<file path="config.mk">
export PLATFORM = sky130hd
export DESIGN_NAME = pipeline_ctrl_flat
export DESIGN_NICKNAME = d
export VERILOG_FILES = /design/src/rtl/cpu_types_pkg.sv /design/src/rtl/pipeline_ctrl_if.sv /design/src/rtl/hazard_detect.sv /design/src/rtl/pipeline_ctrl.sv /design/src/flat_wrapper.sv
export SDC_FILE = /design/constraint.sdc
export NUM_CORES = 1
export LEC_CHECK = 0
export BUFFER_PORTS_ARGS = -buffer_cell sky130_fd_sc_hd__buf_2
export CAP_MARGIN = 20
export CORE_ASPECT_RATIO = 1.5
export CORE_UTILIZATION = 28
export DETAILED_ROUTE_END_ITERATION = 10
export GPL_ROUTABILITY_DRIVEN = 0
export SLEW_MARGIN = 20
export SYNTH_ARGS = -nofsm -noshare
export SYNTH_HDL_FRONTEND = slang
export SYNTH_SLANG_ARGS = --single-unit
</file>
<file path="constraint.sdc">
create_clock -name clk -period 1.6 [get_ports clk]
set_input_delay 0 -clock clk [delete_from_list [all_inputs] [get_ports clk]]
set_output_delay 0 -clock clk [all_outputs]
set_load 0.01 [all_outputs]
</file>
<file path="src/rtl/cpu_types_pkg.sv">
// cpu_types_pkg: shared datapath types and the pipeline sequencer state encoding
package cpu_types_pkg;

    typedef logic [31:0] word_t;
    typedef logic [4:0]  regbits_t;

    typedef enum logic [1:0] {
        RUN,
        SERVED,
        HALTED
    } pctrl_state_t;

endpackage

</file>
<file path="src/rtl/pipeline_ctrl_if.sv">
// pipeline_ctrl_if: sequencer <-> datapath bundle; PIPE_PERF_CNT_EN adds the perf counter lines
interface pipeline_ctrl_if
    import cpu_types_pkg::*;
#(
    parameter int WORD_W = $bits(word_t),
    parameter int REG_W  = $bits(regbits_t)
);

    logic              ihit;
    logic              dhit;
    logic [WORD_W-1:0] dmemload;
    logic              exmem_dREN;
    logic              exmem_dWEN;
    logic              exmem_redirect;
    logic              idex_MemtoReg;
    logic [REG_W-1:0]  idex_wsel;
    logic [REG_W-1:0]  ifid_rs;
    logic [REG_W-1:0]  ifid_rt;
    logic              memwb_halt;
    logic              pc_wen;
    logic              ifid_wen;
    logic              idex_wen;
    logic              exmem_wen;
    logic              memwb_wen;
    logic              ifid_flush;
    logic              idex_flush;
    logic              exmem_flush;
    logic              dREN_out;
    logic              dWEN_out;
    logic [WORD_W-1:0] dmemload_out;
    logic              halt;
`ifdef PIPE_PERF_CNT_EN
    logic [31:0]       stall_cnt;
    logic [31:0]       flush_cnt;
`endif

    modport master (
        input  ihit, dhit, dmemload, exmem_dREN, exmem_dWEN, exmem_redirect,
               idex_MemtoReg, idex_wsel, ifid_rs, ifid_rt, memwb_halt,
`ifdef PIPE_PERF_CNT_EN
        output stall_cnt, flush_cnt,
`endif
        output pc_wen, ifid_wen, idex_wen, exmem_wen, memwb_wen,
               ifid_flush, idex_flush, exmem_flush,
               dREN_out, dWEN_out, dmemload_out, halt
    );

    modport slave (
        output ihit, dhit, dmemload, exmem_dREN, exmem_dWEN, exmem_redirect,
               idex_MemtoReg, idex_wsel, ifid_rs, ifid_rt, memwb_halt,
`ifdef PIPE_PERF_CNT_EN
        input  stall_cnt, flush_cnt,
`endif
        input  pc_wen, ifid_wen, idex_wen, exmem_wen, memwb_wen,
               ifid_flush, idex_flush, exmem_flush,
               dREN_out, dWEN_out, dmemload_out, halt
    );

endinterface

</file>
<file path="src/rtl/hazard_detect.sv">
// hazard_detect: combinational load-use check between ID/EX load and IF/ID sources
module hazard_detect #(
    parameter int REG_W = 5
) (
    input  logic             idex_MemtoReg,
    input  logic [REG_W-1:0] idex_wsel,
    input  logic [REG_W-1:0] ifid_rs,
    input  logic [REG_W-1:0] ifid_rt,
    output logic             lu
);

    // register 0 is hardwired, so a load targeting it never creates a dependency
    assign lu = idex_MemtoReg & (idex_wsel != '0) &
                ((idex_wsel == ifid_rs) | (idex_wsel == ifid_rt));

endmodule

</file>
<file path="src/rtl/pipeline_ctrl.sv">
// pipeline_ctrl: stall/flush sequencer for the 5-stage pipe; define PIPE_PERF_CNT_EN for stall/flush counters
module pipeline_ctrl
    import cpu_types_pkg::*;
#(
    parameter int WORD_W = $bits(word_t),
    parameter int REG_W  = $bits(regbits_t)
) (
    input  logic            clk,
    input  logic            nRst,
    pipeline_ctrl_if.master pif
);

    pctrl_state_t      st;
    logic [WORD_W-1:0] hold_data;
    logic              mem_req, dstall, adv, lu, pc_go;

    hazard_detect #(.REG_W(REG_W)) u_hazard (
        .idex_MemtoReg(pif.idex_MemtoReg),
        .idex_wsel    (pif.idex_wsel),
        .ifid_rs      (pif.ifid_rs),
        .ifid_rt      (pif.ifid_rt),
        .lu           (lu)
    );

    // an access already served while frozen must not stall the pipe again
    assign mem_req = pif.exmem_dREN | pif.exmem_dWEN;
    assign dstall  = mem_req & ~pif.dhit & (st != SERVED);
    assign adv     = nRst & pif.ihit & ~dstall & (st != HALTED);
    // a redirect replaces the stalled fetch, so it overrides the load-use hold
    assign pc_go   = adv & (~lu | pif.exmem_redirect);

    assign pif.pc_wen       = pc_go;
    assign pif.ifid_wen     = pc_go;
    assign pif.idex_wen     = adv;
    assign pif.exmem_wen    = adv;
    assign pif.memwb_wen    = adv;
    assign pif.ifid_flush   = adv & pif.exmem_redirect;
    assign pif.idex_flush   = adv & (lu | pif.exmem_redirect);
    assign pif.exmem_flush  = adv & pif.exmem_redirect;
    assign pif.dREN_out     = nRst & pif.exmem_dREN & (st == RUN);
    assign pif.dWEN_out     = nRst & pif.exmem_dWEN & (st == RUN);
    assign pif.dmemload_out = !nRst ? '0 : (st == SERVED) ? hold_data : pif.dmemload;
    assign pif.halt         = (st == HALTED);

    // sequencer: halt wins, else latch a served dcache access while icache misses
    always_ff @(posedge clk or negedge nRst) begin
        if (!nRst) begin
            st        <= RUN;
            hold_data <= '0;
        end else if (pif.memwb_halt & adv) begin
            st <= HALTED;
        end else if (st == RUN && mem_req && pif.dhit && !adv) begin
            st        <= SERVED;
            hold_data <= pif.dmemload;
        end else if (st == SERVED && adv) begin
            st <= RUN;
        end
    end

`ifdef PIPE_PERF_CNT_EN
    logic [31:0] stall_cnt, flush_cnt;

    assign pif.stall_cnt = stall_cnt;
    assign pif.flush_cnt = flush_cnt;

    // stall and flush cycle counters, frozen once the core halts
    always_ff @(posedge clk or negedge nRst) begin
        if (!nRst) begin
            stall_cnt <= '0;
            flush_cnt <= '0;
        end else if (st != HALTED) begin
            stall_cnt <= stall_cnt + {31'd0, ~adv};
            flush_cnt <= flush_cnt + {31'd0, pif.ifid_flush | pif.idex_flush};
        end
    end
`endif

endmodule

</file>
<file path="src/flat_wrapper.sv">
// flat-port wrapper written by rule: the top's interface ports become plain ports
module pipeline_ctrl_flat import cpu_types_pkg::*;
#(
    parameter int WORD_W = $bits(word_t),
    parameter int REG_W  = $bits(regbits_t)
)
  (clk, nRst, pif_ihit, pif_dhit, pif_dmemload, pif_exmem_dREN, pif_exmem_dWEN, pif_exmem_redirect, pif_idex_MemtoReg, pif_idex_wsel, pif_ifid_rs, pif_ifid_rt, pif_memwb_halt, pif_pc_wen, pif_ifid_wen, pif_idex_wen, pif_exmem_wen, pif_memwb_wen, pif_ifid_flush, pif_idex_flush, pif_exmem_flush, pif_dREN_out, pif_dWEN_out, pif_dmemload_out, pif_halt);
  pipeline_ctrl_if #(.WORD_W(WORD_W), .REG_W(REG_W)) pif_i ();
  input  logic clk;
  input  logic nRst;
  input wire logic [$bits(pif_i.ihit)-1:0] pif_ihit;
  input wire logic [$bits(pif_i.dhit)-1:0] pif_dhit;
  input wire logic [$bits(pif_i.dmemload)-1:0] pif_dmemload;
  input wire logic [$bits(pif_i.exmem_dREN)-1:0] pif_exmem_dREN;
  input wire logic [$bits(pif_i.exmem_dWEN)-1:0] pif_exmem_dWEN;
  input wire logic [$bits(pif_i.exmem_redirect)-1:0] pif_exmem_redirect;
  input wire logic [$bits(pif_i.idex_MemtoReg)-1:0] pif_idex_MemtoReg;
  input wire logic [$bits(pif_i.idex_wsel)-1:0] pif_idex_wsel;
  input wire logic [$bits(pif_i.ifid_rs)-1:0] pif_ifid_rs;
  input wire logic [$bits(pif_i.ifid_rt)-1:0] pif_ifid_rt;
  input wire logic [$bits(pif_i.memwb_halt)-1:0] pif_memwb_halt;
  output wire logic [$bits(pif_i.pc_wen)-1:0] pif_pc_wen;
  output wire logic [$bits(pif_i.ifid_wen)-1:0] pif_ifid_wen;
  output wire logic [$bits(pif_i.idex_wen)-1:0] pif_idex_wen;
  output wire logic [$bits(pif_i.exmem_wen)-1:0] pif_exmem_wen;
  output wire logic [$bits(pif_i.memwb_wen)-1:0] pif_memwb_wen;
  output wire logic [$bits(pif_i.ifid_flush)-1:0] pif_ifid_flush;
  output wire logic [$bits(pif_i.idex_flush)-1:0] pif_idex_flush;
  output wire logic [$bits(pif_i.exmem_flush)-1:0] pif_exmem_flush;
  output wire logic [$bits(pif_i.dREN_out)-1:0] pif_dREN_out;
  output wire logic [$bits(pif_i.dWEN_out)-1:0] pif_dWEN_out;
  output wire logic [$bits(pif_i.dmemload_out)-1:0] pif_dmemload_out;
  output wire logic [$bits(pif_i.halt)-1:0] pif_halt;
  assign pif_i.ihit = pif_ihit;
  assign pif_i.dhit = pif_dhit;
  assign pif_i.dmemload = pif_dmemload;
  assign pif_i.exmem_dREN = pif_exmem_dREN;
  assign pif_i.exmem_dWEN = pif_exmem_dWEN;
  assign pif_i.exmem_redirect = pif_exmem_redirect;
  assign pif_i.idex_MemtoReg = pif_idex_MemtoReg;
  assign pif_i.idex_wsel = pif_idex_wsel;
  assign pif_i.ifid_rs = pif_ifid_rs;
  assign pif_i.ifid_rt = pif_ifid_rt;
  assign pif_i.memwb_halt = pif_memwb_halt;
  assign pif_pc_wen = pif_i.pc_wen;
  assign pif_ifid_wen = pif_i.ifid_wen;
  assign pif_idex_wen = pif_i.idex_wen;
  assign pif_exmem_wen = pif_i.exmem_wen;
  assign pif_memwb_wen = pif_i.memwb_wen;
  assign pif_ifid_flush = pif_i.ifid_flush;
  assign pif_idex_flush = pif_i.idex_flush;
  assign pif_exmem_flush = pif_i.exmem_flush;
  assign pif_dREN_out = pif_i.dREN_out;
  assign pif_dWEN_out = pif_i.dWEN_out;
  assign pif_dmemload_out = pif_i.dmemload_out;
  assign pif_halt = pif_i.halt;
  pipeline_ctrl #(.WORD_W(WORD_W), .REG_W(REG_W)) u_core (.clk(clk), .nRst(nRst), .pif(pif_i));
endmodule
</file>
== Word-level counts from Yosys, hierarchy flattened ==
Cells that the tools add are included.
Storage, ports and cells
  flip-flop bits (word level): 34
  input port bits: 56
Operators by class
  bitwise logic cells: 23
  reductions and logical operators: 9
  equality and inequality tests: 6
  muxes and demuxes: 5
Operators by type and width (count)
  $mux W32: 2
  $and A1 B1 Y1: 15
  $eq A5 B5 Y1: 2
  $mux W2: 3
  $reduce_bool A5 Y1: 1
  $logic_and A1 B1 Y1: 4
  $not A1 Y1: 4
  $or A1 B1 Y1: 4
  $reduce_bool A3 Y1: 1
  $eq A2 B1 Y1 const B: 1
  $eq A2 B2 Y1 const B: 1
  $logic_not A2 Y1: 1
  $ne A2 B1 Y1 const B: 1
  $ne A2 B2 Y1 const B: 1
  $reduce_and A2 Y1: 1
  $logic_not A1 Y1: 1

== Longest topological paths before layout ==
  depth after elaboration: 10
  depth in mapped cells: 6
  gate-level depth less buffers: 4

== Hierarchy ==
Synthesis repeated with hierarchy kept, for this count alone.
Unflattened totals
  cell total of the unflattened synthesis: 221
  area total of the unflattened synthesis: 2213.4 sq um
Modules (own cells, without submodules)
  pipeline_ctrl: sequential area each 850.8 sq um, area an instance 2088.3 sq um, instances 1, cells an instance 204
  hazard_detect: sequential area each 0.0 sq um, area an instance 125.1 sq um, instances 1, cells an instance 17

== Worst setup path after synthesis ==
OpenSTA, ideal clock, no wires.
  path kind: reg2out
  from: reg u_core.st[1]
  to: out pif_pc_wen
  arrival: 1.368 ns
  cell stages (with the launch flop): 6
  path slack: 0.232 ns
  required time: 1.600 ns
  cells stage by stage: dfrtp_1 -> nor2b_2 -> o21ai_4 -> and2_1 -> o31a_1 -> buf_4
On the way
  word-level cells in the longest chain between the ends: 6
  elaborated cells on any way between the ends: 7
  classes of those cells: eq/ne (2); bitwise (5)
RTL lines
  start: declaration: RTL line pipeline_ctrl.sv:13  | pctrl_state_t st;
  start signal: assignment: RTL line pipeline_ctrl.sv:48  | st <= RUN;
  start signal: assignment: RTL line pipeline_ctrl.sv:51  | st <= HALTED;
  start signal: assignment: RTL line pipeline_ctrl.sv:53  | st <= SERVED;
  $ne A2 B1 Y1: RTL line pipeline_ctrl.sv:27  | assign dstall = mem_req & ~pif.dhit & (st != SERVED);
  $and A1 B1 Y1: RTL line pipeline_ctrl.sv:27
  $not A1 Y1: RTL line pipeline_ctrl.sv:28  | assign adv = nRst & pif.ihit & ~dstall & (st != HALTED);
  $and A1 B1 Y1: RTL line pipeline_ctrl.sv:28
  $and A1 B1 Y1 (*): RTL line pipeline_ctrl.sv:28
  via pif_exmem_wen: RTL line flat_wrapper.sv:25  | output wire logic [$bits(pif_i.exmem_wen)-1:0] pif_exmem_wen;
  $and A1 B1 Y1 (*): RTL line pipeline_ctrl.sv:30  | assign pc_go = adv & (~lu | pif.exmem_redirect);
  end: declaration: RTL line flat_wrapper.sv:22  | output wire logic [$bits(pif_i.pc_wen)-1:0] pif_pc_wen;
Mark *: on every way through the listed nets, which the timed path passes. The rest lies on a longest branch.

== Final worst setup path ==
  from: reg u_core.st[1]
  to: reg u_core.hold_data[19]
On the way
  word-level cells in the longest chain between the ends: 8
  elaborated cells on any way between the ends: 14
  classes of those cells: eq/ne (2); bitwise (6); reduce/logical (6)
RTL lines
  $ne A2 B1 Y1: RTL line pipeline_ctrl.sv:27
  $and A1 B1 Y1: RTL line pipeline_ctrl.sv:27
  $not A1 Y1: RTL line pipeline_ctrl.sv:28
  $and A1 B1 Y1 (2 in a row): RTL line pipeline_ctrl.sv:28
  $and A1 B1 Y1 or $logic_not A1 Y1 (tied branches): RTL line pipeline_ctrl.sv:50, pipeline_ctrl.sv:52
  $not A1 Y1 (no source line) or $logic_and A1 B1 Y1 (tied branches)
  $reduce_and A2 Y1 (no source line) (*)
  end signal: assignment: RTL line pipeline_ctrl.sv:54  | hold_data <= pif.dmemload;
  end: declaration: RTL line pipeline_ctrl.sv:14  | logic [WORD_W-1:0] hold_data;
Mark *: on every way between the ends. The rest lies on a longest branch, timed or not.
A chain may end at the register's enable or synchronous reset.

==> metrics.md <==
| Metric | Value |
|---|---|
| Status | complete, but fails checks |
| Failing checks | setup timing |
| RSZ-0062 raised after global routing | yes |
| First-pass GRT wire length | 8.75 mm |
| WP data arrival | 1.79 ns |
| Worst clock skew | 0.00790 ns |
| Synth area leader | dfrtp_1 |
| Top cell type's share of synthesized area | 40.0% |
| Seq pwr share | 37.8% |
| Hold crit path type | in -> reg |
| Final setup margin | -0.0236 ns |
| DRC | 0 |
| Crit Path Class | reg -> reg |
| Routed len/inst | 13.5 um |
| Cells after Synth | 217 |
| Grt ovf | 0 |
| Initial Utilization | 29.3% |
| Maximum clock insertion buffer count | 2 |
| Hold Violations, Final | 0 |
| DR iter-0 viols | 39 |
| Largest family of logic cells by synthesized area | multiplexers |
| Max_cap viols | 0 |
| DR vias | 2,052 |
| Tmin final | 1.62 ns |
| Number of buffers added on ports | 98 |
| Syn Nets | 273 |
| Synth cell types | 30 |
| Multiplexer area fraction after synthesis | 17.8% |
| Crit start category | flop |
| Share of layout cells above drive strength 1 | 54.1% |
| Vias per inst | 4.51 |
| Post-route cell area | 0.00355 mm2 |
| P_sw | 1.39 mW |
| Clock Power Share | 22.5% |
| CTS H-tree depth | 2 |
| Clock root buffer | clkbuf_8 |
| Most frequent cells in the layout | 98 x buf_2, 51 x nand2_1, 34 x dlygate4sd3_1 |
| Crit path top cell by count | buf_6 |
| P_leak | 1.85 nW |
| Worst Path Required | 1.77 ns |
| Clk slew on worst S/H paths | 0.07 ns |
| Peak supply drop | 0.000467 V |
| Post-DP HPWL | 3.89 mm |
| Worst-Margin Slew | 0.696 ns |
| Area contributors post-synth | dfrtp_1 40%, mux2_2 14%, nand2_1 11% |
| Horiz. Die Dim | 73.2 um |
| Post-synthesis simple-gate area fraction | 16.6% |
| Core Util, Final | 48.8% |
| Int Pwr | 2.90 mW |
| Sink Count | 34 |
| Sw frac | 32.3% |
| GRT Total Usage | 14.7% |
| Synth-to-layout area growth | 66.7% |
| Ports | 99 |
| Critical Path End Type | flop |
| Core Region | 0.00727 mm2 |
| Synth Area in XOR/XNOR | 4.12% |
| Syn avg cell area | 9.81 um2 |
| Critical-path cell list | buf_6, buf_6, nor2_4, o2111ai_4, buf_8, mux2_4 |
| Largest stage delay on the critical path | 0.43 ns |
| Achievable Freq | 616 MHz |
| Synth Area in Adders | 0% |
| Max FO, Critical Path | 14 |
| Period utilisation layout | 101% |
| Comb pwr share | 39.7% |
| Pre-antenna DRT Iters | 4 |
| Mapped cell area | 0.00213 mm2 |
| Placed cell area | 0.00270 mm2 |
| TritonCTS clock tree | done |
| Antenna Nets Post-Route | 0 |
| # setup viols final | 3 |
| Total die area | 0.00796 mm2 |
| Vias in the first global route | 1,910 |
| Relative slew slack | 53.5% |
| Commonest non-fill, non-tap cell in the layout | buf_2 |
| Row cnt | 38 |
| Worst-Skew Late Latency | 0.29 ns |
| Ant. Diodes | 0 |
| Seq cells post-synth | 34 |
| Post-synthesis sequential area ratio | 40.0% |
| Fin. max-slew vios | 0 |
| # nets final | 410 |
| DRT Wirelength | 6.13 mm |
| Largest net degree at the start of global routing | 42 |
| Number of buffers created by CTS | 5 |
| Die height | 109 um |
| Slowest stage cell, crit path | dfrtp_2 |
| Post-synthesis compound-gate area fraction | 15.8% |
| Power per Cell Area | 1210 mW/mm2 |
| Initial antenna violation count | 0 |
| Yosys warnings | 0 |
==> cell type report <==
cell class | instances | area [um2]
repair buffers | 148 | 1100
clock buffers | 5 | 68.8
clock inverters | 3 | 68.8
flip-flops and latches | 34 | 853
fillers | 674 | 3730
well taps | 100 | 125
multi-input cells | 165 | 1330
==> repair_timing <==
item | 4_1_cts | 5_1_grt
gates resized for setup | 19 | 67
pin swaps | 1 | 29
buffers inserted | 2 | 1
endpoints found under the hold margin | 66 | 0
hold buffers | 34 | 0
gates cloned | 1 | 4
endpoints found under the setup margin | 34 | 63
==> power groups by stage <==
| stage | clock (mW) | combinational, mW | sequential (mW) |
|---|---|---|---|
| after floorplan | 0 | 0.954 | 1.46 |
| after global placement | 0 | 1.28 | 1.51 |
| after detailed placement | 0 | 1.32 | 1.52 |
| after CTS | 1.01 | 1.48 | 1.51 |
| after global routing | 1.04 | 1.84 | 1.67 |
| final | 0.964 | 1.70 | 1.62 |
==> registers in the layout, summed over array words and instances, names as in the netlist <==
name / cells
u_core.st: 2
u_core.hold_data: 32
==> metal layers <==
| metal | share of wire, % | global-route usage, % |
|---|---|---|
| met4 | 1.6 | 6.30 |
| met5 | 0 | 0 |
| met1 | 39 | 14.9 |
| met3 | 3.1 | 1.94 |
| met2 | 56 | 28.9 |
==> per-stage QoR <==
stage	TNS (ns)	total power, mW	setup slack [ns]	hold slack [ns]	instances
6_report	-0.0441	4.29	-0.0236	0.0768	455
5_1_grt	-2.12	4.56	-0.0767	0.0713	455
4_1_cts	-0.0422	4.00	-0.0279	0.0650	450
3_5_place_dp	0	2.84	0.129	0.0705	405
3_3_place_gp	0	2.79	0.172	0.0632	405
2_1_floorplan	0	2.42	0.232	-0.296	217
==> critical path, delay by kind of cell (launching register included) <==
| family | cells | cell delay (ns) |
|---|---|---|
| buffers and inverters | 3 | 0.47 |
| DFF | 1 | 0.43 |
| muxes | 1 | 0.30 |
| AOI/OAI and AO/OA | 1 | 0.20 |
| and+or+nand+nor | 1 | 0.11 |
==> synthesized netlist by cell type <==
cell	n
o2111ai_4	1
a21boi_1	7
xor2_1	10
o21ai_4	1
o21ba_2	1
o21ai_1	1
or3b_1	1
nand2_1	65
o21bai_2	1
nor2_1	2
and2_1	2
o21ai_0	2
nand2b_1	1
buf_4	4
or2_1	1
or4_1	1
clkbuf_1	3
buf_6	4
dfrtp_1	34
a21boi_0	25
nor2b_1	1
mux2_2	27
nor2b_2	1
nor3_1	2
a22oi_1	1
and3_1	4
buf_2	7
o31a_1	1
nor2_4	1
mux2_4	5
==> cell families (layout without fill, tap and decap cells) <==
kind of cell | Yosys count | after routing
buffers and inverters | 18 | 156
AO/OA/AOI/OAI | 41 | 41
XOR/XNOR | 10 | 10
AND/OR/NAND/NOR | 82 | 82
multiplexers | 32 | 32
flip-flops | 34 | 34
==> path summary, 6_finish.rpt <==
path,cells after the start,slack [ns],from,to
worst max register to register,6,-0.02,u_core.st[1]$_DFFE_PN0P_,u_core.hold_data[19]$_DFFE_PN0P_
max in group asynchronous,3,0.55,nRst,u_core.st[1]$_DFFE_PN0P_
worst min register to register,1,0.51,u_core.hold_data[5]$_DFFE_PN0P_,u_core.hold_data[5]$_DFFE_PN0P_
worst min-delay path,3,0.08,pif_memwb_halt,u_core.st[1]$_DFFE_PN0P_
worst max-delay path,6,-0.02,u_core.st[1]$_DFFE_PN0P_,u_core.hold_data[19]$_DFFE_PN0P_
min in group asynchronous,3,0.36,nRst,u_core.hold_data[1]$_DFFE_PN0P_
No activity file was read; power rests on OpenSTA's default activity.
